--- src/rtl/wr_resp_direction_buffer.sv ---
// Per-direction write-response FIFOs behind the write-response decoder.
// Each direction buffers pushes and hands the oldest entry to its master on valid/ready.
package wr_resp_pkg;
  typedef struct packed {
    logic [7:0] txnid;
    logic [3:0] sideband;
  } wr_resp_pld_t;
endpackage

module wr_resp_direction_buffer
  import wr_resp_pkg::*;
#(
  parameter int WIDTH     = 4,
  parameter int DEPTH     = 4,
  parameter int AF_THRESH = DEPTH - 1,
  localparam int CW       = $clog2(DEPTH + 1)
) (
  input  logic                 clk,
  input  logic                 rst,
  input  logic [WIDTH-1:0]     v_wresp_vld,
  input  wr_resp_pld_t         v_wresp_pld [WIDTH],
  output logic [WIDTH-1:0]     v_out_vld,
  output wr_resp_pld_t         v_out_pld [WIDTH],
  input  logic [WIDTH-1:0]     v_out_rdy,
  output logic [WIDTH-1:0]     v_almost_full,
  output logic [CW-1:0]        v_count [WIDTH],
  output logic [WIDTH-1:0]     v_overflow
);

  localparam int PW = $clog2(DEPTH);
  localparam logic [CW-1:0] DEPTH_C = CW'(DEPTH);
  localparam logic [CW-1:0] AF_C    = CW'(AF_THRESH);

  for (genvar i = 0; i < WIDTH; i++) begin : g_dir
    wr_resp_pld_t  mem [DEPTH];
    logic [PW-1:0] wr_ptr;
    logic [PW-1:0] rd_ptr;
    logic [CW-1:0] count;
    logic          ovf;
    logic          push;
    logic          pop;

    // A pop in the same cycle frees the slot, so a full FIFO can still accept.
    assign pop  = (count != '0) && v_out_rdy[i];
    assign push = v_wresp_vld[i] && ((count != DEPTH_C) || pop);

    always_ff @(posedge clk or posedge rst) begin
      if (rst) begin
        wr_ptr <= '0;
        rd_ptr <= '0;
        count  <= '0;
        ovf    <= 1'b0;
      end else begin
        if (push) wr_ptr <= wr_ptr + 1'b1;
        if (pop)  rd_ptr <= rd_ptr + 1'b1;
        case ({push, pop})
          2'b10:   count <= count + 1'b1;
          2'b01:   count <= count - 1'b1;
          default: count <= count;
        endcase
        if (v_wresp_vld[i] && !push) ovf <= 1'b1;
      end
    end

    // Storage is deliberately left out of reset; validity comes from count.
    always_ff @(posedge clk) begin
      if (push) mem[wr_ptr] <= v_wresp_pld[i];
    end

    assign v_out_vld[i]     = (count != '0);
    assign v_out_pld[i]     = (count != '0) ? mem[rd_ptr] : '0;
    assign v_almost_full[i] = (count >= AF_C);
    assign v_count[i]       = count;
    assign v_overflow[i]    = ovf;
  end

endmodule

--- config.mk ---
export PLATFORM = sky130hd
export DESIGN_NAME = wr_resp_direction_buffer
export DESIGN_NICKNAME = d
export VERILOG_FILES = /design/src/rtl/wr_resp_direction_buffer.sv
export SDC_FILE = /design/constraint.sdc
export NUM_CORES = 1
export LEC_CHECK = 0
export ABC_CLOCK_PERIOD_IN_PS = 2100
export BUFFER_PORTS_ARGS = -buffer_cell sky130_fd_sc_hd__buf_2
export CAP_MARGIN = 40
export CORE_UTILIZATION = 45
export CTS_CLUSTER_DIAMETER = 50
export DETAILED_ROUTE_END_ITERATION = 6
export PLACE_DENSITY = 0.74
export RECOVER_POWER = 50
export SLEW_MARGIN = 40
export SYNTH_ARGS = -nofsm -noshare
export SYNTH_HDL_FRONTEND = slang
export SYNTH_SLANG_ARGS = --single-unit
--- constraint.sdc ---
create_clock -name clk -period 2.1 [get_ports clk]
set_input_delay 0.105 -clock clk [delete_from_list [all_inputs] [get_ports clk]]
set_output_delay 0.105 -clock clk [all_outputs]
set_load 0.1 [all_outputs]
==> results by group, run 1 <==
Final layout
  – Commonest non-fill, non-tap cell in the layout: edfxtp_1
  – Most frequent cells in the layout: edfxtp_1, dlygate4sd3_1, clkbuf_1, mux4_2, and2_4
  – Layout area overhead: 34.1%
  – Diodes inserted: 0
  – Share of cells above drive strength 1: a little over a third
  – Post-layout util: about 60%
  – Nets: 800
  – Fillcell total: 1431
  – Final cell count without fillers: between 1000 and 1500
  – Fin area: 0.0125 mm^2

Setup path
  – Worst r2r path cells: 6
  – Critical Path Start: g_dir[1].count[1]
  – RR Startpoint: g_dir[1].count[1]
  – Required time worst endpoint: around 2.5 ns
  – Startpoint types: flip-flop
  – Reg2Reg Setup Slack: -0.07 ns
  – Setup crit end: g_dir[1].count[2]
  – Critical Path AT: approximately 2.5 ns
  – Crit path kind: flip-flop to flip-flop
  – CP max FO: 10
  – Crit. End Element: flip-flop
  – Reg-to-Reg End: g_dir[1].count[2]

Yosys
  – Cells after Synth: around 500
  – Register area share after synthesis: ~71%
  – Syn Nets: 579
  – Async SR Flop Fraction: between 10% and 20%
  – Number of enable flip-flop cells after synthesis: between 150 and 200
  – Netlist Area Pre-Place: 0.00929 mm^2
  – FF+latch count, synth: between 200 and 250
  – Synth Flop Type: edfxtp_1
  – Yosys warns: 0
  – Yosys cell types: 43
  – Syn Area/Cell: about 19 um^2

Clocking
  – Max clock buf depth: 3
  – CTS clk-pin slew, worst paths: about 0.06 ns
  – Worst skew pair latency: 0.51 ns
  – Htree depth: 1
  – Number of clock sinks: 224
  – CTS tree: yes
  – Root buf cell: clkbuf_16
  – CTS Buf Count: 25

Global routing
  – Vias in the first global route: 5634
  – Gr usage total: between 10% and 20%
  – Largest net degree at the start of global routing: 18
  – Initial antenna violation count: 0
  – First-pass GRT wire length: 28800 um
  – GRT overflow: 0

Placed design
  – Setup WS pre-CTS: ~0.018 ns
  – Cells after DPL: just under 900
  – Final Wtd Congestion: 0.810
  – Placed inst area: between 0.01 and 0.015 mm^2
  – HPWL Detailed: between 10000 and 15000 um
  – IO buf count: 129

Outcome
  – Run status: finished, violations left
  – Violated checks: setup timing

STA
  – Worst setup margin: -0.0684 ns
  – Worst Skew: 0.0122 ns
  – Highest clock rate: around 460 MHz
  – RSZ-0062 raised after global routing: true
  – Fin crit share: 103%
  – Fin. Hold Viols: 0
  – Final setup viols: 3
  – Minimum clock period: ~2.2 ns
  – Slew Limit Fails: 0
  – Worst-Margin Slew: approximately 1.2 ns
  – Worst rel slew slack: between 20% and 30%

Routing
  – Routed wire length: roughly 19000 um
  – Antenna viol nets, final: 0
  – Vias: 5148
  – DR vias/cell: between 5 and 6
  – DRC: 0
  – DR iter-0 viols: approximately 190
  – DRT Pass-1 Iters: 4
  – Wire per inst: about 18 um

Floorplanning
  – Width of the chip: ~150 um
  – Die area: approximately 0.021 mm^2
  – Initial Utilization: approximately 46%
  – Cell row count: between 50 and 60
  – CORE AREA: just over 0.02 mm^2
  – Die Y: between 100 and 150 um
  – # IOs: 130

Min path
  – Hold Crit Class: primary input to async pin

Run
  – MaxCap Viol Count: 0
## kinds of logic after synthesis
kind of cell	Yosys count	share of synthesized area [%]
DFF	224	70.7
and+or+nand+nor	102	6.82
buffers and inverters	49	2.53
muxes	54	12.4
adders and majority gates	22	3.29
xor gates and xnor gates	22	2.08
AOI/OAI and AO/OA	26	2.14
## Yosys cell counts (4+ instances only)
cell type / count / share of area, %
mux4_2: 48 / 12
dfrtp_1: 32 / 8.6
ha_1: 18 / 2.4
inv_1: 23 / 0.93
nand2_1: 4 / 0.16
buf_4: 8 / 0.65
a21o_1: 5 / 0.40
buf_2: 11 / 0.59
clkbuf_1: 6 / 0.24
fa_1: 4 / 0.86
nand3_1: 4 / 0.22
and2_2: 4 / 0.32
edfxtp_1: 192 / 62
nand3b_1: 5 / 0.40
xnor2_1: 14 / 1.3
xor2_1: 8 / 0.75
nor2_1: 7 / 0.28
and2_1: 62 / 4.2
## routing by layer
layer,global-route usage (%),up-vias,wire length [um]
li1,-,2344,-
met1,20.1,2650,7380
met2,32.4,128,10100
met3,2.60,26,715
met4,6.21,0,376
met5,0,-,0
## cell type report
class | instances | area [um^2] | share of cell area, %
well taps | 270 | 338 | 2.71
repair buffers | 219 | 1970 | 15.8
clock buffers | 32 | 662 | 5.32
flip-flops and latches | 224 | 6600 | 53.0
inverters | 23 | 86.3 | 0.693
multi-input cells | 227 | 2630 | 21.1
clock inverters | 13 | 164 | 1.32
## flip-flops by register name, summed over array words and instances, names as in the netlist
| signal | flops |
|---|---|
| g_dir.count | 12 |
| g_dir.mem | 192 |
| g_dir.ovf | 4 |
| g_dir.rd_ptr | 8 |
| g_dir.wr_ptr | 8 |
## worst min-delay path by stage
| stage | slack (ns) | startpoint | cells past startpoint | end |
|---|---|---|---|---|
| after CTS | 0.30 | rst | 3 | g_dir[1].count[2] |
| after floorplan | 0.20 | v_wresp_pld[36] | 0 | g_dir[0].mem[0][0] |
| after global placement | 0.27 | rst | 2 | g_dir[1].count[2] |
| after global routing | 0.31 | rst | 3 | g_dir[1].count[2] |
| final | 0.26 | rst | 3 | g_dir[1].count[2] |
| after detailed placement | 0.29 | rst | 2 | g_dir[1].count[2] |
## stage by stage
step / hold WS [ns] / setup TNS (ns)
3_5_place_dp: 0.288 / 0
5_1_grt: 0.310 / -0.568
3_3_place_gp: 0.265 / 0
4_1_cts: 0.301 / -0.000404
6_report: 0.257 / -0.0983
2_1_floorplan: 0.204 / -0.639
## repair_timing
item / CTS / global route
buffers inserted: 2 / 6
endpoints found under the setup margin: 49 / 34
cloned: 0 / 3
gates resized for setup: 103 / 65
hold endpoints to repair: 221 / 0
hold buffers: 58 / 0
pin swaps: 3 / 10
## critical path: stages, from the launching register on
cell and delay [ns]:
dfrtp_1 0.54, or3_4 0.26, nand3b_1 0.11, fa_2 0.37, or3b_4 0.39, a31oi_1 0.22
o211ai_1 0.13
Power of run 1 is not shown: default switching activity piles up to over one toggle a cycle in this logic, so the estimate is an artifact.
==> inputs of run 2 (changes only) <==
==> constraint.sdc (replaced) <==
create_clock -name clk -period 2.1 [get_ports clk]
set_input_delay 0 -clock clk [delete_from_list [all_inputs] [get_ports clk]]
set_output_delay 0 -clock clk [all_outputs]
set_load 0.1 [all_outputs]
==> run 2 against run 1 <==
Against the previous run: the run now ends clean; critical path depth fell by 2; highest routed layer unchanged; register-to-register slack gained 0.18 ns; count of clock-buffer cells in the layout rose by 1; critical path type is now flip-flop to output port; global-route usage is essentially flat; maximum frequency increased by 5.8%; setup slack gained 0.12 ns.
==> results by group, run 2 (same netlist as run 1, synthesis figures left out) <==
STA
  – Worst Skew: 0.0120 ns (-0.000204 ns)
  – Slew Limit Fails: 0 (unchanged)
  – Fin. Hold Viols: 0 (unchanged)
  – Final setup viols: 0 (-3)
  – Fin crit share: 97.6% (-5.6 points)
  – Minimum clock period: 2.05 ns (-0.118 ns)
  – RSZ-0062 raised after global routing: true
  – Highest clock rate: 488 MHz (+5.8%)
  – Worst-Margin Slew: 1.24 ns (+0.0642 ns)
  – Setup_tns: 0 ns (+0.0983 ns)
  – Worst rel slew slack: 18.0% (-4.3 points)

Final layout
  – Commonest non-fill, non-tap cell in the layout: edfxtp_1
  – Share of cells above drive strength 1: 33.4% (-2.8 points)
  – Top reg by flops: g_dir.mem
  – Fillcell total: 1526 (+6.6%)
  – Most frequent cells in the layout: edfxtp_1, clkbuf_1, dlygate4sd3_1, buf_4, mux4_2
  – Layout area overhead: 28.3%
  – Nets: 795 (-0.63%)
  – Top Registers: g_dir.mem: 192 flops, g_dir.count: 12 flops
  – Diodes inserted: 0 (unchanged)
  – Post-layout util: 58.9% (-2.7 points)
  – Largest register FFs: 192 (unchanged)

Global routing
  – First-pass GRT wire length: 28900 um (+0.29%)
  – Vias in the first global route: 5619 (-0.27%)
  – GRT overflow: 0 (unchanged)
  – Largest net degree at the start of global routing: 18 (unchanged)
  – Initial antenna violation count: 0 (unchanged)
  – Gr usage total: 17.3% (-0.031 points)

Routing
  – DRC: 0 (unchanged)
  – Antenna viol nets, final: 0 (unchanged)
  – Wire per inst: 17.6 um (-4.4%)
  – Vias: 5030 (-2.3%)
  – Routed wire length: 17700 um (-4.9%)
  – DR iter-0 viols: 250 (+33%)
  – DR vias/cell: 5.01 (-1.8%)
  – DRT Pass-1 Iters: 4 (unchanged)

Setup path
  – Top Family by Delay on Critical Path: simple AND/OR/NAND/NOR gates
  – Crit. End Element: output port
  – Crit-path max cell delay: 0.51 ns (-0.03 ns)
  – CP max FO: 15 (+5)
  – Reg-to-Reg End: g_dir[3].count[2]
  – Critical path's slowest cell: dfrtp_4
  – Startpoint types: flip-flop
  – Crit path kind: flip-flop to output port
  – CP Buf/Inv Count: 2 (+2)
  – Reg2Reg Setup Slack: 0.11 ns (+0.18 ns)
  – Critical Path AT: 2.05 ns (-0.49 ns)
  – Worst r2r path cells: 9 (+3)
  – RR Startpoint: g_dir[3].count[0]
  – Required time worst endpoint: 2.10 ns (-0.37 ns)
  – CP cell instances: or3_4, buf_4, and2_1, buf_2

Placed design
  – HPWL Detailed: 11600 um (+1.2%)
  – IO buf count: 129 (unchanged)
  – Final Wtd Congestion: 0.737 (-9.0%)

Clocking
  – CTS clk-pin slew, worst paths: 0.06 ns (about the same)
  – Worst skew pair latency: 0.51 ns (about the same)
  – Number of clock sinks: 224 (unchanged)
  – Htree depth: 1 (unchanged)
  – CTS tree: yes
  – CTS Buf Count: 25 (unchanged)
  – Max clock buf depth: 3 (unchanged)
  – Root buf cell: clkbuf_16

Floorplanning
  – Die area: 0.0212 mm^2 (unchanged)
  – Width of the chip: 146 um (unchanged)
  – Cell row count: 52 (unchanged)
  – Initial Utilization: 45.9% (unchanged)
  – Die Y: 146 um (unchanged)
  – # IOs: 130 (unchanged)
  – CORE AREA: 0.0202 mm^2 (unchanged)

Outcome
  – Run status: finished, final reports clean

Min path
  – Hold Crit Class: primary input to async pin

Run
  – MaxCap Viol Count: 0 (unchanged)
## run 2: cell count changes in the layout (fill, tap and decap cells not counted), moves of 15 or more
| cell | change |
|---|---|
| buf_12 | -20 |
| and2_2 | +18 |
| and2_1 | +15 |
| buf_4 | +31 |
| buf_6 | -28 |
| and2_4 | -33 |
## run 2: worst max-delay path by stage
stage | from | to | slack [ns] | cells past startpoint
after floorplan | g_dir[1].count[2] | g_dir[1].count[2] | -0.28 | 8
after global placement | g_dir[3].count[1] | g_dir[3].count[2] | 0.16 | 9
after detailed placement | g_dir[3].count[1] | g_dir[3].count[2] | 0.07 | 9
after CTS | g_dir[3].rd_ptr[0] | v_out_pld[0] | 0.0005 | 4
after global routing | g_dir[3].count[0] | g_dir[3].count[2] | -0.007 | 9
final | g_dir[1].count[2] | v_out_pld[25] | 0.05 | 4
## run 2: metal layers
layer	routed length [um]	vias up	track usage [%]
li1	-	2327	-
met1	7110	2543	20.6
met2	9490	128	32.2
met3	725	32	2.66
met4	359	0	5.21
met5	0	-	0
## run 2: cell type report
cell class | instances | area [um^2] | share of cell area (%)
Timing Repair Buffer | 215 | 1510 | 12.7
Clock inverter | 12 | 125 | 1.05
Multi-Input combinational cell | 226 | 2580 | 21.7
Clock buffer | 33 | 656 | 5.50
Sequential cell | 224 | 6610 | 55.5
Tap cell | 270 | 338 | 2.84
Inverter | 23 | 86.3 | 0.725
## run 2: worst min-delay path, cell delays in order
cell and delay (ns):
dlygate4sd3_1 0.53, buf_2 0.12, clkinv_1 0.37
## run 2: timing repair
item / in CTS / in global routing
resized for setup: 23 / 44
setup endpoints to repair: 48 / 41
pin swaps: 0 / 6
hold buffers: 60 / 0
buffers inserted: 0 / 5
hold endpoints to repair: 229 / 0
## run 2: metrics by stage
step / setup WS, ns / cells / hold slack, ns / area (um^2)
after floorplan: -0.277 / 499 / 0.0989 / 9480
after global placement: 0.161 / 893 / 0.143 / 10400
after detailed placement: 0.0679 / 893 / 0.183 / 10400
after CTS: 0.000536 / 998 / 0.192 / 11900
after global routing: -0.00732 / 1003 / 0.106 / 11900
final: 0.0500 / 1003 / 0.0702 / 11900
Power of run 2 is left out for the same reason.
==> inputs of run 3 (changes only) <==
MAX_ROUTING_LAYER = met4   (was not set)
==> run 3 against run 2 <==
Against the previous run: wire length hardly changed; first-iteration DRC count fell by 4.8%; maximum frequency fell by 0.15%; via count did not move; non-clock buffer count unchanged; sequential cell count is the same; hold slack is essentially flat; critical path depth is the same; die area unchanged; sequential share of layout area is essentially flat; critical path type unchanged.
==> results by group, run 3 (same netlist as run 1, synthesis figures left out) <==
Outcome
  – Run status: finished, final reports clean

Final layout
  – Top Registers: g_dir.mem: 192 flops, g_dir.count: 12 flops
  – Top reg by flops: g_dir.mem
  – Most frequent cells in the layout: edfxtp_1, dlygate4sd3_1, clkbuf_1, buf_4, mux4_2
  – Diodes inserted: 0 (unchanged)
  – Final cell count without fillers: 1003 (unchanged)
  – Commonest non-fill, non-tap cell in the layout: edfxtp_1
  – Largest register FFs: 192 (unchanged)
  – Layout area overhead: 28.3% (about the same)
  – Nets: 795 (unchanged)
  – Share of cells above drive strength 1: 33.6% (+0.14 points)

Placed design
  – Final Wtd Congestion: 0.747 (+1.2%)
  – Cells after DPL: 893 (unchanged)
  – IO buf count: 129 (unchanged)
  – HPWL Detailed: 11600 um (unchanged)
  – Setup WS pre-CTS: 0.0679 ns (unchanged)

STA
  – Highest clock rate: 487 MHz (-0.15%)
  – Slew Limit Fails: 0 (unchanged)
  – Fin. Hold Viols: 0 (unchanged)
  – Worst setup margin: 0.0469 ns (-0.00309 ns)
  – Worst Skew: 0.0118 ns (-0.000205 ns)
  – Worst rel slew slack: 23.3% (+5.3 points)
  – Minimum clock period: 2.05 ns (+0.00309 ns)
  – Worst-Margin Slew: 1.16 ns (-0.0799 ns)
  – Final setup viols: 0 (unchanged)
  – Fin crit share: 97.8% (+0.15 points)
  – Setup_tns: 0 ns (unchanged)
  – RSZ-0062 raised after global routing: true

Global routing
  – First-pass GRT wire length: 28900 um (unchanged)
  – GRT overflow: 0 (unchanged)
  – Initial antenna violation count: 0 (unchanged)
  – Largest net degree at the start of global routing: 18 (unchanged)
  – Vias in the first global route: 5612 (-0.12%)
  – Gr usage total: 17.8% (+0.54 points)

Setup path
  – CP cell instances: or3_4, buf_4, and2_1, buf_2
  – Reg2Reg Setup Slack: 0.11 ns (about the same)
  – Startpoint types: flip-flop
  – Reg-to-Reg End: g_dir[3].count[2]
  – Critical Path AT: 2.05 ns (about the same)
  – Required time worst endpoint: 2.10 ns (about the same)
  – Critical path's slowest cell: dfrtp_4
  – Crit path kind: flip-flop to output port
  – Crit-path max cell delay: 0.51 ns (about the same)
  – CP max FO: 15 (unchanged)
  – Worst r2r path cells: 9 (unchanged)
  – Crit. End Element: output port
  – RR Startpoint: g_dir[3].count[0]

Clocking
  – Number of clock sinks: 224 (unchanged)
  – Root buf cell: clkbuf_16
  – Max clock buf depth: 3 (unchanged)
  – Htree depth: 1 (unchanged)
  – CTS Buf Count: 25 (unchanged)
  – CTS tree: yes
  – Worst skew pair latency: 0.51 ns (about the same)
  – CTS clk-pin slew, worst paths: 0.06 ns (about the same)

Floorplanning
  – Die Y: 146 um (unchanged)
  – Die area: 0.0212 mm^2 (unchanged)
  – Width of the chip: 146 um (unchanged)
  – Cell row count: 52 (unchanged)
  – Initial Utilization: 45.9% (unchanged)
  – CORE AREA: 0.0202 mm^2 (unchanged)
  – # IOs: 130 (unchanged)

Routing
  – DR iter-0 viols: 238 (-4.8%)
  – Routed wire length: 17700 um (about the same)
  – Vias: 5030 (unchanged)
  – Antenna viol nets, final: 0 (unchanged)
  – Wire per inst: 17.6 um (about the same)
  – DR vias/cell: 5.01 (unchanged)
  – DRT Pass-1 Iters: 4 (unchanged)
  – DRC: 0 (unchanged)

Min path
  – Hold Crit Class: primary input to async pin

Run
  – MaxCap Viol Count: 0 (unchanged)
-- run 3: cell count changes in the layout (fill, tap and decap cells not counted) --
cell / delta
buf_2: +1
clkbuf_1: -1
-- run 3: how the worst max path moves through the flow --
stage                                  start           endpoint  slack (ns)  depth (start not counted)
after floorplan            g_dir[1].count[2]  g_dir[1].count[2]       -0.28                          8
after global placement     g_dir[3].count[1]  g_dir[3].count[2]        0.16                          9
after detailed placement   g_dir[3].count[1]  g_dir[3].count[2]        0.07                          9
after CTS                 g_dir[3].rd_ptr[0]       v_out_pld[0]      0.0005                          4
after global routing       g_dir[3].count[0]  g_dir[3].count[2]      -0.007                          9
final                      g_dir[1].count[2]      v_out_pld[29]        0.05                          4
-- run 3: layout make-up --
cell class,count,area (um^2)
Multi-Input combinational cell,226,2580
Sequential cell,224,6610
Timing Repair Buffer,215,1510
Inverter,23,86.3
Clock inverter,12,125
Tap cell,270,338
Clock buffer,33,656
Fill cell,1525,8320
-- run 3: what timing repair did --
item,in CTS,in global routing
resized for setup,23,44
hold endpoints to repair,229,0
buffers inserted,0,5
endpoints found under the setup margin,48,41
hold buffers,60,0
pin swaps,0,6
-- run 3: worst max-delay path: cells and delay by family (launching register included) --
kind                   cells  cell delay, ns
DFF                        1            0.51
buffers and inverters      2            0.48
and+or+nand+nor            2            0.56
-- run 3: metal layers --
layer	vias to the layer above	global-route usage (%)	wire length, um
met2	123	32.3	9510
met3	32	2.63	730
met5	-	-	0
li1	2326	-	-
met1	2549	20.5	7090
met4	0	5.21	355
-- run 3: through the flow --
stage          utilization, %  area [um^2]  hold slack, ns
2_1_floorplan               -         9480          0.0989
6_report                 58.9        11900          0.0699
3_5_place_dp             51.5        10400           0.183
4_1_cts                  58.6        11900           0.192
3_3_place_gp             51.5        10400           0.143
5_1_grt                  58.9        11900           0.106
Power of run 3 is left out for the same reason.
